**src/rtl/pa_pkg.sv**
```systemverilog
// Shared types and widths for the polygon_area shoelace accumulator.
// Holds the FSM state enum, the vertex struct and signed-difference helpers.
package pa_pkg;

    localparam int NPTS_MAX = 6;
    localparam int CW       = 10;
    localparam int TERM_W   = 2 * CW + 1;
    localparam int ACC_W    = 2 * CW + 4;
    localparam int DW       = CW + 1;

    typedef enum logic [1:0] {
        IDLE  = 2'd0,
        ACC   = 2'd1,
        CLOSE = 2'd2,
        OUT   = 2'd3
    } pa_state_e;

    typedef struct packed {
        logic [CW-1:0] x;
        logic [CW-1:0] y;
    } point_t;

    // Unsigned coordinate as a non-negative DW-bit signed operand.
    function automatic logic signed [DW-1:0] widen(input logic [CW-1:0] v);
        return $signed({1'b0, v});
    endfunction

    function automatic logic signed [DW-1:0] edge_diff(input logic [CW-1:0] a,
                                                       input logic [CW-1:0] b);
        return widen(a) - widen(b);
    endfunction

endpackage

```
**src/rtl/shoelace_term.sv**
```systemverilog
// Combinational cross term xa*yb - xb*ya on signed IW-bit operands.
// Operands are sign-extended to full width so neither product can overflow.
module shoelace_term #(
    parameter int IW = pa_pkg::DW,
    parameter int OW = pa_pkg::TERM_W
) (
    input  logic signed [IW-1:0] xa,
    input  logic signed [IW-1:0] ya,
    input  logic signed [IW-1:0] xb,
    input  logic signed [IW-1:0] yb,
    output logic signed [OW-1:0] term
);

    localparam int PW = 2 * IW + 1;

    logic signed [PW-1:0] xa_e, ya_e, xb_e, yb_e;
    logic signed [PW-1:0] p_ab, p_ba, diff;

    assign xa_e = PW'(xa);
    assign ya_e = PW'(ya);
    assign xb_e = PW'(xb);
    assign yb_e = PW'(yb);

    assign p_ab = xa_e * yb_e;
    assign p_ba = xb_e * ya_e;
    assign diff = p_ab - p_ba;
    assign term = OW'(diff);

endmodule

```
**src/rtl/polygon_area.sv**
```systemverilog
// Shoelace area of an ordered vertex stream, reported as a one-cycle pulse.
// Optional non-convex order detection is built with PAREA_CONVEX_CHECK_EN.
module polygon_area
    import pa_pkg::*;
(
    input  logic                clk,
    input  logic                reset,
    input  logic                valid,
    input  logic [CW-1:0]       Xin,
    input  logic [CW-1:0]       Yin,
    input  logic [2:0]          point_num,
    output logic                area_valid,
    output logic [2*CW-1:0]     area,
    output logic                convex_err,
    output pa_state_e           dbg_state
);

    // Handshake: valid-only stream, no ready. Every cycle with valid=1 in IDLE
    // or ACC is one vertex; a low valid inside ACC abandons the polygon, and
    // valid is ignored in CLOSE and OUT.

    pa_state_e state, state_nxt;

    point_t p0, pprev, pin, close_b;
    logic [2:0] cnt, npts, npts_in, cnt_inc;
    logic signed [ACC_W-1:0] acc, acc_sum;
    logic [ACC_W-1:0] mag;
    logic [2*CW-1:0] area_nxt;
    logic signed [TERM_W-1:0] term;
    logic take_first, take_beat;
    logic cvx_nxt;

    assign pin        = '{x: Xin, y: Yin};
    assign npts_in    = (point_num == 3'd0) ? 3'd1 : point_num;
    assign cnt_inc    = cnt + 3'd1;
    assign take_first = (state == IDLE) && valid;
    assign take_beat  = (state == ACC) && valid;
    assign dbg_state  = state;

    // ACC adds the Pprev->Pin edge; CLOSE reuses the same term for Plast->P0.
    assign close_b = (state == CLOSE) ? p0 : pin;

    shoelace_term #(.IW(DW), .OW(TERM_W)) u_acc_term (
        .xa   (widen(pprev.x)),
        .ya   (widen(pprev.y)),
        .xb   (widen(close_b.x)),
        .yb   (widen(close_b.y)),
        .term (term)
    );

    assign acc_sum  = acc + ACC_W'(term);
    assign mag      = acc_sum[ACC_W-1] ? ACC_W'(-acc_sum) : ACC_W'(acc_sum);
    assign area_nxt = (2*CW)'(mag >> 1);

    always_comb begin
        state_nxt = state;
        case (state)
            IDLE: begin
                if (valid) begin
                    state_nxt = (npts_in == 3'd1) ? CLOSE : ACC;
                end
            end
            ACC: begin
                if (!valid) begin
                    state_nxt = IDLE;
                end else if (cnt_inc == npts) begin
                    state_nxt = CLOSE;
                end
            end
            CLOSE:   state_nxt = OUT;
            OUT:     state_nxt = IDLE;
            default: state_nxt = IDLE;
        endcase
    end

    always_ff @(posedge clk or posedge reset) begin
        if (reset) begin
            state      <= IDLE;
            p0         <= '0;
            pprev      <= '0;
            cnt        <= '0;
            npts       <= '0;
            acc        <= '0;
            area       <= '0;
            area_valid <= 1'b0;
            convex_err <= 1'b0;
        end else begin
            state      <= state_nxt;
            area_valid <= 1'b0;
            if (take_first) begin
                p0    <= pin;
                pprev <= pin;
                npts  <= npts_in;
                cnt   <= 3'd1;
                acc   <= '0;
            end
            if (take_beat) begin
                acc   <= acc_sum;
                cnt   <= cnt_inc;
                pprev <= pin;
            end
            // Result lands on the CLOSE->OUT edge so it is visible during OUT.
            if (state == CLOSE) begin
                area       <= area_nxt;
                convex_err <= cvx_nxt;
                area_valid <= 1'b1;
            end
        end
    end

`ifdef PAREA_CONVEX_CHECK_EN
    point_t p1, pprev2;
    logic seen_pos, seen_neg;
    logic signed [DW-1:0] a_d1x, a_d1y, a_d2x, a_d2y;
    logic signed [DW-1:0] b_d1x, b_d1y, b_d2x, b_d2y;
    logic signed [TERM_W:0] turn_a, turn_b;
    logic pos_a, neg_a, pos_b, neg_b;
    logic turn_chk;

    // Turn at Pprev (or Plast in CLOSE): incoming edge vs outgoing edge.
    assign a_d1x = edge_diff(pprev.x, pprev2.x);
    assign a_d1y = edge_diff(pprev.y, pprev2.y);
    assign a_d2x = edge_diff(close_b.x, pprev.x);
    assign a_d2y = edge_diff(close_b.y, pprev.y);

    // Turn at P0: closing edge Plast->P0 vs first edge P0->P1.
    assign b_d1x = edge_diff(p0.x, pprev.x);
    assign b_d1y = edge_diff(p0.y, pprev.y);
    assign b_d2x = edge_diff(p1.x, p0.x);
    assign b_d2y = edge_diff(p1.y, p0.y);

    // One extra bit over TERM_W: edge-difference crosses reach +/-2*1023^2.
    shoelace_term #(.IW(DW), .OW(TERM_W + 1)) u_turn_a (
        .xa(a_d1x), .ya(a_d1y), .xb(a_d2x), .yb(a_d2y), .term(turn_a)
    );

    shoelace_term #(.IW(DW), .OW(TERM_W + 1)) u_turn_b (
        .xa(b_d1x), .ya(b_d1y), .xb(b_d2x), .yb(b_d2y), .term(turn_b)
    );

    assign pos_a    = !turn_a[TERM_W] && (turn_a != '0);
    assign neg_a    = turn_a[TERM_W];
    assign pos_b    = !turn_b[TERM_W] && (turn_b != '0);
    assign neg_b    = turn_b[TERM_W];
    assign turn_chk = take_beat && (cnt >= 3'd2);

    assign cvx_nxt = (npts >= 3'd3) && (seen_pos || pos_a || pos_b)
                                    && (seen_neg || neg_a || neg_b);

    always_ff @(posedge clk or posedge reset) begin
        if (reset) begin
            p1       <= '0;
            pprev2   <= '0;
            seen_pos <= 1'b0;
            seen_neg <= 1'b0;
        end else begin
            if (take_first) begin
                pprev2   <= '0;
                seen_pos <= 1'b0;
                seen_neg <= 1'b0;
            end
            if (take_beat) begin
                pprev2 <= pprev;
                if (cnt == 3'd1) begin
                    p1 <= pin;
                end
            end
            if (turn_chk) begin
                seen_pos <= seen_pos || pos_a;
                seen_neg <= seen_neg || neg_a;
            end
        end
    end
`else
    assign cvx_nxt = 1'b0;
`endif

endmodule

```
**config.mk**
```make
export PLATFORM = sky130hd
export DESIGN_NAME = polygon_area
export DESIGN_NICKNAME = d
export VERILOG_FILES = /design/src/rtl/pa_pkg.sv /design/src/rtl/shoelace_term.sv /design/src/rtl/polygon_area.sv
export SDC_FILE = /design/constraint.sdc
export NUM_CORES = 1
export LEC_CHECK = 0
export CORE_UTILIZATION = 38
export CTS_BUF_LIST = sky130_fd_sc_hd__clkbuf_4 sky130_fd_sc_hd__clkbuf_8
export CTS_CLUSTER_SIZE = 12
export DETAILED_ROUTE_END_ITERATION = 7
export DONT_BUFFER_PORTS = 1
export PLACE_DENSITY = 0.53
export SYNTH_ARGS = -nofsm -noshare
export SYNTH_HDL_FRONTEND = slang
export SYNTH_HIERARCHICAL = 1
export SYNTH_SLANG_ARGS = --single-unit
```
**constraint.sdc**
```tcl
create_clock -name clk -period 13.88 [get_ports clk]
set_input_delay 1.388 -clock clk [delete_from_list [all_inputs] [get_ports clk]]
set_output_delay 1.388 -clock clk [all_outputs]
set_load 0.01 [all_outputs]
```
==> results.txt, run 1 <==
The run finished with clean final reports. The number of design-rule violations left by the first detailed-router iteration is roughly 630. Counting buffers and inverters, the worst setup path is 31 cells deep. The initialized floorplan defines between 70 and 80 standard-cell rows.

The synthesized design contains 0 enable-type register cells. The worst setup path startpoint is dbg_state[0]. The number of nets in the layout is between 1.5k and 2k.

The number of cells on the worst reg-to-reg path is 31. The placed wire-length estimate is between 30 and 40 mm. Synthesis inferred 93 register bits.

The largest single stage delay on the critical path is 0.95 ns. The post-CTS clock slew at the launch and capture registers of the worst setup and hold paths came out at 0.13 ns. The worst slew margin relative to its limit came out at 16.8%. The worst setup path is of the flop to flop kind.

The overall routed net length came out at about 38 mm. The total congestion overflow is 0. The highest attainable clock frequency is between 80 and 90 MHz. The count of buffers from port buffering is 0. The later pin in the worst-skew pair is clocked with a latency of 0.44 ns.

After floorplanning, the core was sized to cover between 30000 and 40000 um2. The sequential standard cell area came out at about 2300 um2. The startpoint identified for the worst register-to-register timing path is dbg_state[0]. Adding up every negative setup slack in the final design gives 0 ns. On the final layout, the worst clock skew is ~0.024 ns. In this run the clock root is driven by a sky130_fd_sc_hd__clkbuf_8. The x dimension of the die came out at 201 um. Counting along the longest clock path gives a buffer depth of 2. Dividing the detail-routed wire length by the instance count gives 17.7 um. The area enclosed by the die boundary is between 40000 and 50000 um2. The routed layout has 10.7k vias. The maximum fanout along the worst path came out at 45. The number of iterations in the first detailed-routing pass is 5. The setup-violating endpoint count in the final report came out at 0. The most used flip-flop cell after synthesis is sky130_fd_sc_hd__dfrtp_1. With fillers left out, the area of the finished cells amounts to between 15000 and 20000 um2. Broken down by cell family, the worst path's largest delay share belongs to adder cells. The critical path ends at area[13]. The final weighted congestion of routability-driven global placement is around 0.85. The tool flagged a number of max-cap violations equal to 0. The initial antenna violation count came out at 0. The count of pins on the block boundary came out at 50.

The worst register-to-register path has a setup slack of around 2.3 ns. The total number of yosys warnings is 6. Setup repair after global routing left no endpoint under its margin. The first global-routing pass estimated between 60 and 70 mm of wire. TritonCTS built the clock tree.

The post-CTS setup-driven buffer insertion count is 0. The clock sink count is 93. The tightest min-delay check is of the flop to flop type. Buffers inserted during clock tree synthesis total 9. The post-cts repair resize count is 0. The clock period minus worst slack is 11.56 ns. The final number of hold-violating endpoints is 0. The multi-input combinational cells in the finished layout cover a total of about 11000 um2.

The unique cell type count in the Yosys netlist is just under 80. The mean instance size in the synthesized netlist is between 9 and 10 um2. The number of buffer and inverter instances along the worst setup path came out at 5. The initial utilization of the core area, before any placement, comes to between 30% and 40%. The critical path data required time is between 10 and 15 ns. The chip height came out at roughly 200 um. The share of cells above drive strength 1 came out at 4.55%. The worst setup path is launched from a flop. The vias per cell came out at ~5.0. The most numerous cell type found on the critical path is sky130_fd_sc_hd__fa_1. The endpoint identified for the worst register-to-register timing path is area[13].

The proportion of register bits with asynchronous set or reset after synthesis came out at 100%. The count of pins over their slew limit is 0. The via count of the first global-routing pass came to between 10k and 15k. The number of nets with antenna violations after routing is 0. The final routed DRC violation total is 0. The maximum number of pins on one net before global-route repair is 67. The final clock period utilization by the worst path came out at 83.3%. The data arrival time at the worst-slack endpoint came out at between 10 and 15 ns. The number of fill cells came out at approximately 4k. From synthesis to final layout, the design area changed by 4.05%. The post-detailed-placement cell area came out at between 15000 and 20000 um2.

The number of levels the H-tree was split into is 3. The share of the yosys chip area belonging to registers is between 10% and 20%. The mapped cell area came out at 15100 um2. The worst setup path is captured at a flop.

At the pin with the least slew margin, the transition time is roughly 1.2 ns. In this run, post-CTS hold repair placed 0 buffers. The slowest cell on the critical path is sky130_fd_sc_hd__xnor2_2. The gate count of the mapped netlist came out at approximately 1.7k.

In the global route stage, overall resource usage came out at 19.8%.
Yosys cell counts, drive strengths merged (6+ instances only):
master    n  area, um2
xor2     17        149
nand3    10       50.1
o211ai    7       62.6
a21oi    35        183
nor2     50        195
o31ai     7       52.6
mux2     23        259
nand2b    8       50.1
o21a      7       52.6
or3      15       93.8
fa      255       5100
a22o     11       96.3
nor2b    22        138
a31oi    13       81.3
buf      17       98.8
dfrtp    93       2330
a21o     15        113
xnor2    51        454
nand2   253        950
ha      104       1300
o21ai    39        210
clkbuf   63        236
inv     299       1120
nor4      6       37.5
nor3      9       45.0
and2    150        938
state kept, by name, indices dropped and copies added, names as in the netlist:
| name | flops |
|---|---|
| dbg_state | 2 |
| npts | 3 |
| area | 20 |
| pprev | 20 |
| cnt | 3 |
| acc | 24 |
| area_valid | 1 |
| p0 | 20 |
worst min path at each step:
stage          startpoint  endpoint  slack [ns]  cells past startpoint
6_report           cnt[1]    cnt[1]        0.49                      2
5_1_grt           acc[12]   acc[12]        0.53                      2
4_1_cts            cnt[1]    cnt[1]        0.50                      2
3_5_place_dp       cnt[1]    cnt[1]        0.47                      2
3_3_place_gp       cnt[1]    cnt[1]        0.46                      2
2_1_floorplan      cnt[1]    cnt[1]        0.44                      2
per-layer routing:
metal / vias up / routed length, um / global-route usage, %
li1: 4995 / - / -
met1: 5493 / 18200 / 29.2
met2: 201 / 17400 / 30.7
met3: 28 / 1740 / 3.05
met4: 0 / 444 / 3.92
met5: - / 0 / 0
cells in the final DEF (no fill, tap or decap), types with 4 or more instances in the layout:
master                      netlist  layout
sky130_fd_sc_hd__inv_1          298     297
sky130_fd_sc_hd__fa_1           255     255
sky130_fd_sc_hd__nand2_1        253     253
sky130_fd_sc_hd__and2_1         150     150
sky130_fd_sc_hd__ha_1           104     104
sky130_fd_sc_hd__dfrtp_1         93      93
sky130_fd_sc_hd__xnor2_1         50      50
sky130_fd_sc_hd__nor2_1          49      48
sky130_fd_sc_hd__a21oi_1         33      33
sky130_fd_sc_hd__o21ai_0         32      32
sky130_fd_sc_hd__mux2_2          23      23
sky130_fd_sc_hd__nor2b_1         22      21
sky130_fd_sc_hd__xor2_1          17      17
sky130_fd_sc_hd__a21o_1          15      15
sky130_fd_sc_hd__or3_1           15      15
sky130_fd_sc_hd__a31oi_1         13      13
sky130_fd_sc_hd__conb_1           1      12
sky130_fd_sc_hd__a22o_1          11      11
sky130_fd_sc_hd__nand3_1         10      10
sky130_fd_sc_hd__nor3_1           9       9
sky130_fd_sc_hd__clkbuf_8         0       9
sky130_fd_sc_hd__o21a_1           7       7
sky130_fd_sc_hd__o31ai_1          7       7
sky130_fd_sc_hd__nor4_1           6       6
sky130_fd_sc_hd__nand2b_1         8       6
sky130_fd_sc_hd__o211ai_1         5       5
sky130_fd_sc_hd__o21ai_1          5       5
sky130_fd_sc_hd__o2111ai_1        5       5
sky130_fd_sc_hd__nand4_1          4       4
sky130_fd_sc_hd__and3_1           4       4
sky130_fd_sc_hd__nand3b_1         4       4
sky130_fd_sc_hd__buf_4            2       4
final cells by class:
type	count	area share, %
Multi-Input combinational cell	1192	72.4
Sequential cell	93	14.8
Clock buffer	9	0.788
Inverter	299	7.16
Tap cell	518	4.12
Clock inverter	7	0.549
Timing Repair Buffer	4	0.191
Antenna cell	2	0.0318
worst min-delay path: stages, from the launching register on:
cell and delay [ns]:
sky130_fd_sc_hd__dfrtp_1 0.37, sky130_fd_sc_hd__nand2_1 0.05, sky130_fd_sc_hd__nand2_1 0.05
per-stage QoR:
step	hold slack [ns]	utilization (%)	setup slack (ns)	cells
2_1_floorplan	0.443	-	4.52	1664
3_3_place_gp	0.460	39.8	2.55	2106
3_5_place_dp	0.465	39.8	2.40	2106
4_1_cts	0.496	40.4	2.31	2122
5_1_grt	0.534	40.4	1.52	2122
6_report	0.490	40.4	2.32	2124
cells by family after synthesis:
group,share of synthesized area (%)
compound gates,8.73
xor+xnor,3.99
fa+ha+maj,42.4
buf+inv,9.65
flops,15.4
mux,1.78
other cells,0.0248
simple gates,18.0
Power of run 1 is not shown: default switching activity piles up to over one toggle a cycle in this logic, so the estimate is an artifact.
==> run 2: changes to the inputs <==
Settings changed: PLACE_DENSITY 0.53 to 0.55.
Clock period 13.88 ns to 9.6 ns, I/O delays scaled along.
==> results.txt, run 2 (synthesis gave the netlist of run 1 again) <==
The area enclosed by the die boundary came to 40600 um2 (unchanged). The maximum fanout along the worst path is 43 (was 45). The count of buffers from port buffering came to 0 (unchanged). The data arrival time at the worst-slack endpoint is 9.59 ns (was 11.89 ns). The floorplan row count is 72 (unchanged). The share of cells above drive strength 1 came to 6.76% (was 4.55%). The maximum number of pins on one net before global-route repair is 66 (was 67).

The post-CTS clock slew at the launch and capture registers of the worst setup and hold paths came out at 0.12 ns (was 0.13 ns). The TritonCTS buffer count is 9 (unchanged). The pre-CTS setup slack is -0.0411 ns (was 2.40 ns). The number of nets in the layout is 2008 (was 1984). The overall routed net length is 37.3 mm (was 37.7 mm). The largest stage delay on the critical path is 0.59 ns (was 0.95 ns).

The final number of hold-violating endpoints came out at 0 (unchanged). The placed wire-length estimate came to 30.5 mm (was 30.7 mm). The initial antenna violation count came to 0 (unchanged). The chip height came out at 201 um (unchanged). The type of the setup path with the least slack is flop to flop (unchanged). The placeable core region came out at 38900 um2 (unchanged). The total vias in the final route came out at 10.7k (about the same). The x dimension of the die is 201 um (unchanged).

The clock period minus worst slack came out at 9.22 ns (was 11.56 ns). The clock root buffer master is sky130_fd_sc_hd__clkbuf_8 (unchanged). The global-route wire length before repair came out at 61.1 mm (was 61.9 mm). The most frequent standard cell in the layout excluding fill and tap cells is sky130_fd_sc_hd__inv_1 (unchanged). The maximum clock skew at final layout came out at 0.0156 ns (was 0.0239 ns). The final clock period utilization by the worst path came to 96.0% (was 83.3%). The count of pins over their slew limit is 0 (unchanged). The class of the tightest hold or removal check was input pin to asynchronous set/reset pin (was flop to flop). The max-capacitance violation count came out at 0 (unchanged). Status: complete, no violations (unchanged).

The number of inserted diodes is 0 (was 2). The number of nets with antenna violations after routing is 0 (unchanged). The final routed DRC violation total is 0 (unchanged).

The critical path data required time came out at 9.97 ns (was 14.21 ns). The setup slack after layout came out at 0.384 ns (was 2.32 ns). The area added between synthesis and finish came out at 6.11% (was 4.05%). The final weighted congestion of routability-driven global placement came out at 0.893 (was 0.853). The worst-skew pair later-pin latency came out at 0.43 ns (was 0.44 ns).

The initial core utilization came out at 38.8% (unchanged). The vias per cell is 4.97 (was 5.05). The endpoint class of the critical path is a flop (unchanged). The worst reg-to-reg path cell count was 33 (was 31). The maximum buffer depth of the clock tree is 2 (unchanged). The setup-violating endpoint count in the final report is 0 (unchanged). The number of design-rule violations left by the first detailed-router iteration came out at 644 (was 629). The pin slew with the least headroom to its limit is 1.19 ns (was 1.24 ns).

The startpoint type of the worst setup path was a flop (unchanged). Commonest cells after routing, fill and taps aside: sky130_fd_sc_hd__inv_1, sky130_fd_sc_hd__fa_1, sky130_fd_sc_hd__nand2_1 (unchanged). The highest attainable clock frequency came out at 109 MHz (was 86.5 MHz). The TritonCTS clock tree is yes (unchanged). The worst slew margin relative to its limit came out at 20.2% (was 16.8%). The flip-flop count of the largest register, all copies and words added came out at 24 (unchanged). Setup repair after global routing missed its margin: false (unchanged).

The via count of the first global-routing pass came to 11.3k (was 11.0k). The average wire per standard cell came to 17.4 um (was 17.7 um). The count of pins on the block boundary is 50 (unchanged). The clock sink count came out at 93 (unchanged). The top register by number of flip-flops is acc (unchanged). The final total negative setup slack came out at 0 ns (unchanged). The total routing resource utilization after global routing is 19.3% (was 19.8%). The cell repeated most along the worst path is sky130_fd_sc_hd__fa_1 (unchanged). The slowest cell on the critical path was sky130_fd_sc_hd__or4_1 (was sky130_fd_sc_hd__xnor2_2). The number of levels the H-tree was split into is 3 (unchanged). The number of iterations in the first detailed-routing pass came out at 5 (unchanged). The total congestion overflow is 0 (unchanged).
run 2: cell count changes in the layout (fill, tap and decap cells not counted), sizes merged:
cell    previous run  this run
buf                4        26
bufinv             0         1
xnor2             51        53
clkinv             3         2
diode              2         0
run 2: area by class of cell:
type / instances / area, um2
multi-input combinational: 1194 / 11500
sequential: 93 / 2330
timing repair buffer: 26 / 233
inverter: 299 / 1120
clock inverter: 7 / 87.6
fill: 3905 / 22900
tap: 518 / 648
clock buffer: 9 / 124
run 2: metrics by stage:
step | std cells | area (um2) | hold slack [ns] | utilization (%)
floorplan | 1664 | 15100 | 0.443 | -
global placement | 2127 | 15700 | 0.463 | 40.3
detailed placement | 2127 | 15700 | 0.471 | 40.3
CTS | 2143 | 15900 | 0.372 | 40.9
global route | 2146 | 16000 | 0.403 | 41.2
finish | 2146 | 16000 | 0.397 | 41.2
run 2: worst paths after layout:
path                         startpoint  slack [ns]      end
min in group clk                 cnt[1]        0.49   cnt[1]
hold reg to reg                  cnt[1]        0.49   cnt[1]
setup / recovery           dbg_state[0]        0.38  area[9]
setup reg to reg           dbg_state[0]        0.38  area[9]
max in group asynchronous         reset        7.96   acc[1]
hold / removal                    reset        0.40   p0[18]
run 2: critical path, delay by kind of cell (launching register included):
family / cells / cell delay [ns]
AO/OA/AOI/OAI: 8 / 1.96
XOR/XNOR: 2 / 0.33
adder cells (fa/ha/maj): 9 / 3.96
buffers and inverters: 6 / 0.67
flip-flops: 1 / 0.39
AND/OR/NAND/NOR: 8 / 1.81
run 2: repair_timing:
action,CTS,global route
resized for setup,1,15
setup buffers,0,1
hold buffers,0,0
hold endpoints to repair,0,0
setup endpoints to repair,5,20
pin swaps,0,2
gates cloned,0,2
run 2: per-layer routing:
metal	share of wire [%]	up-vias	global-route usage, %
met4	2.0	0	5.06
met5	0	-	0
li1	-	5041	-
met2	47	200	31.1
met3	4.1	37	2.90
met1	46	5391	27.1
Power of run 2 is left out for the same reason.
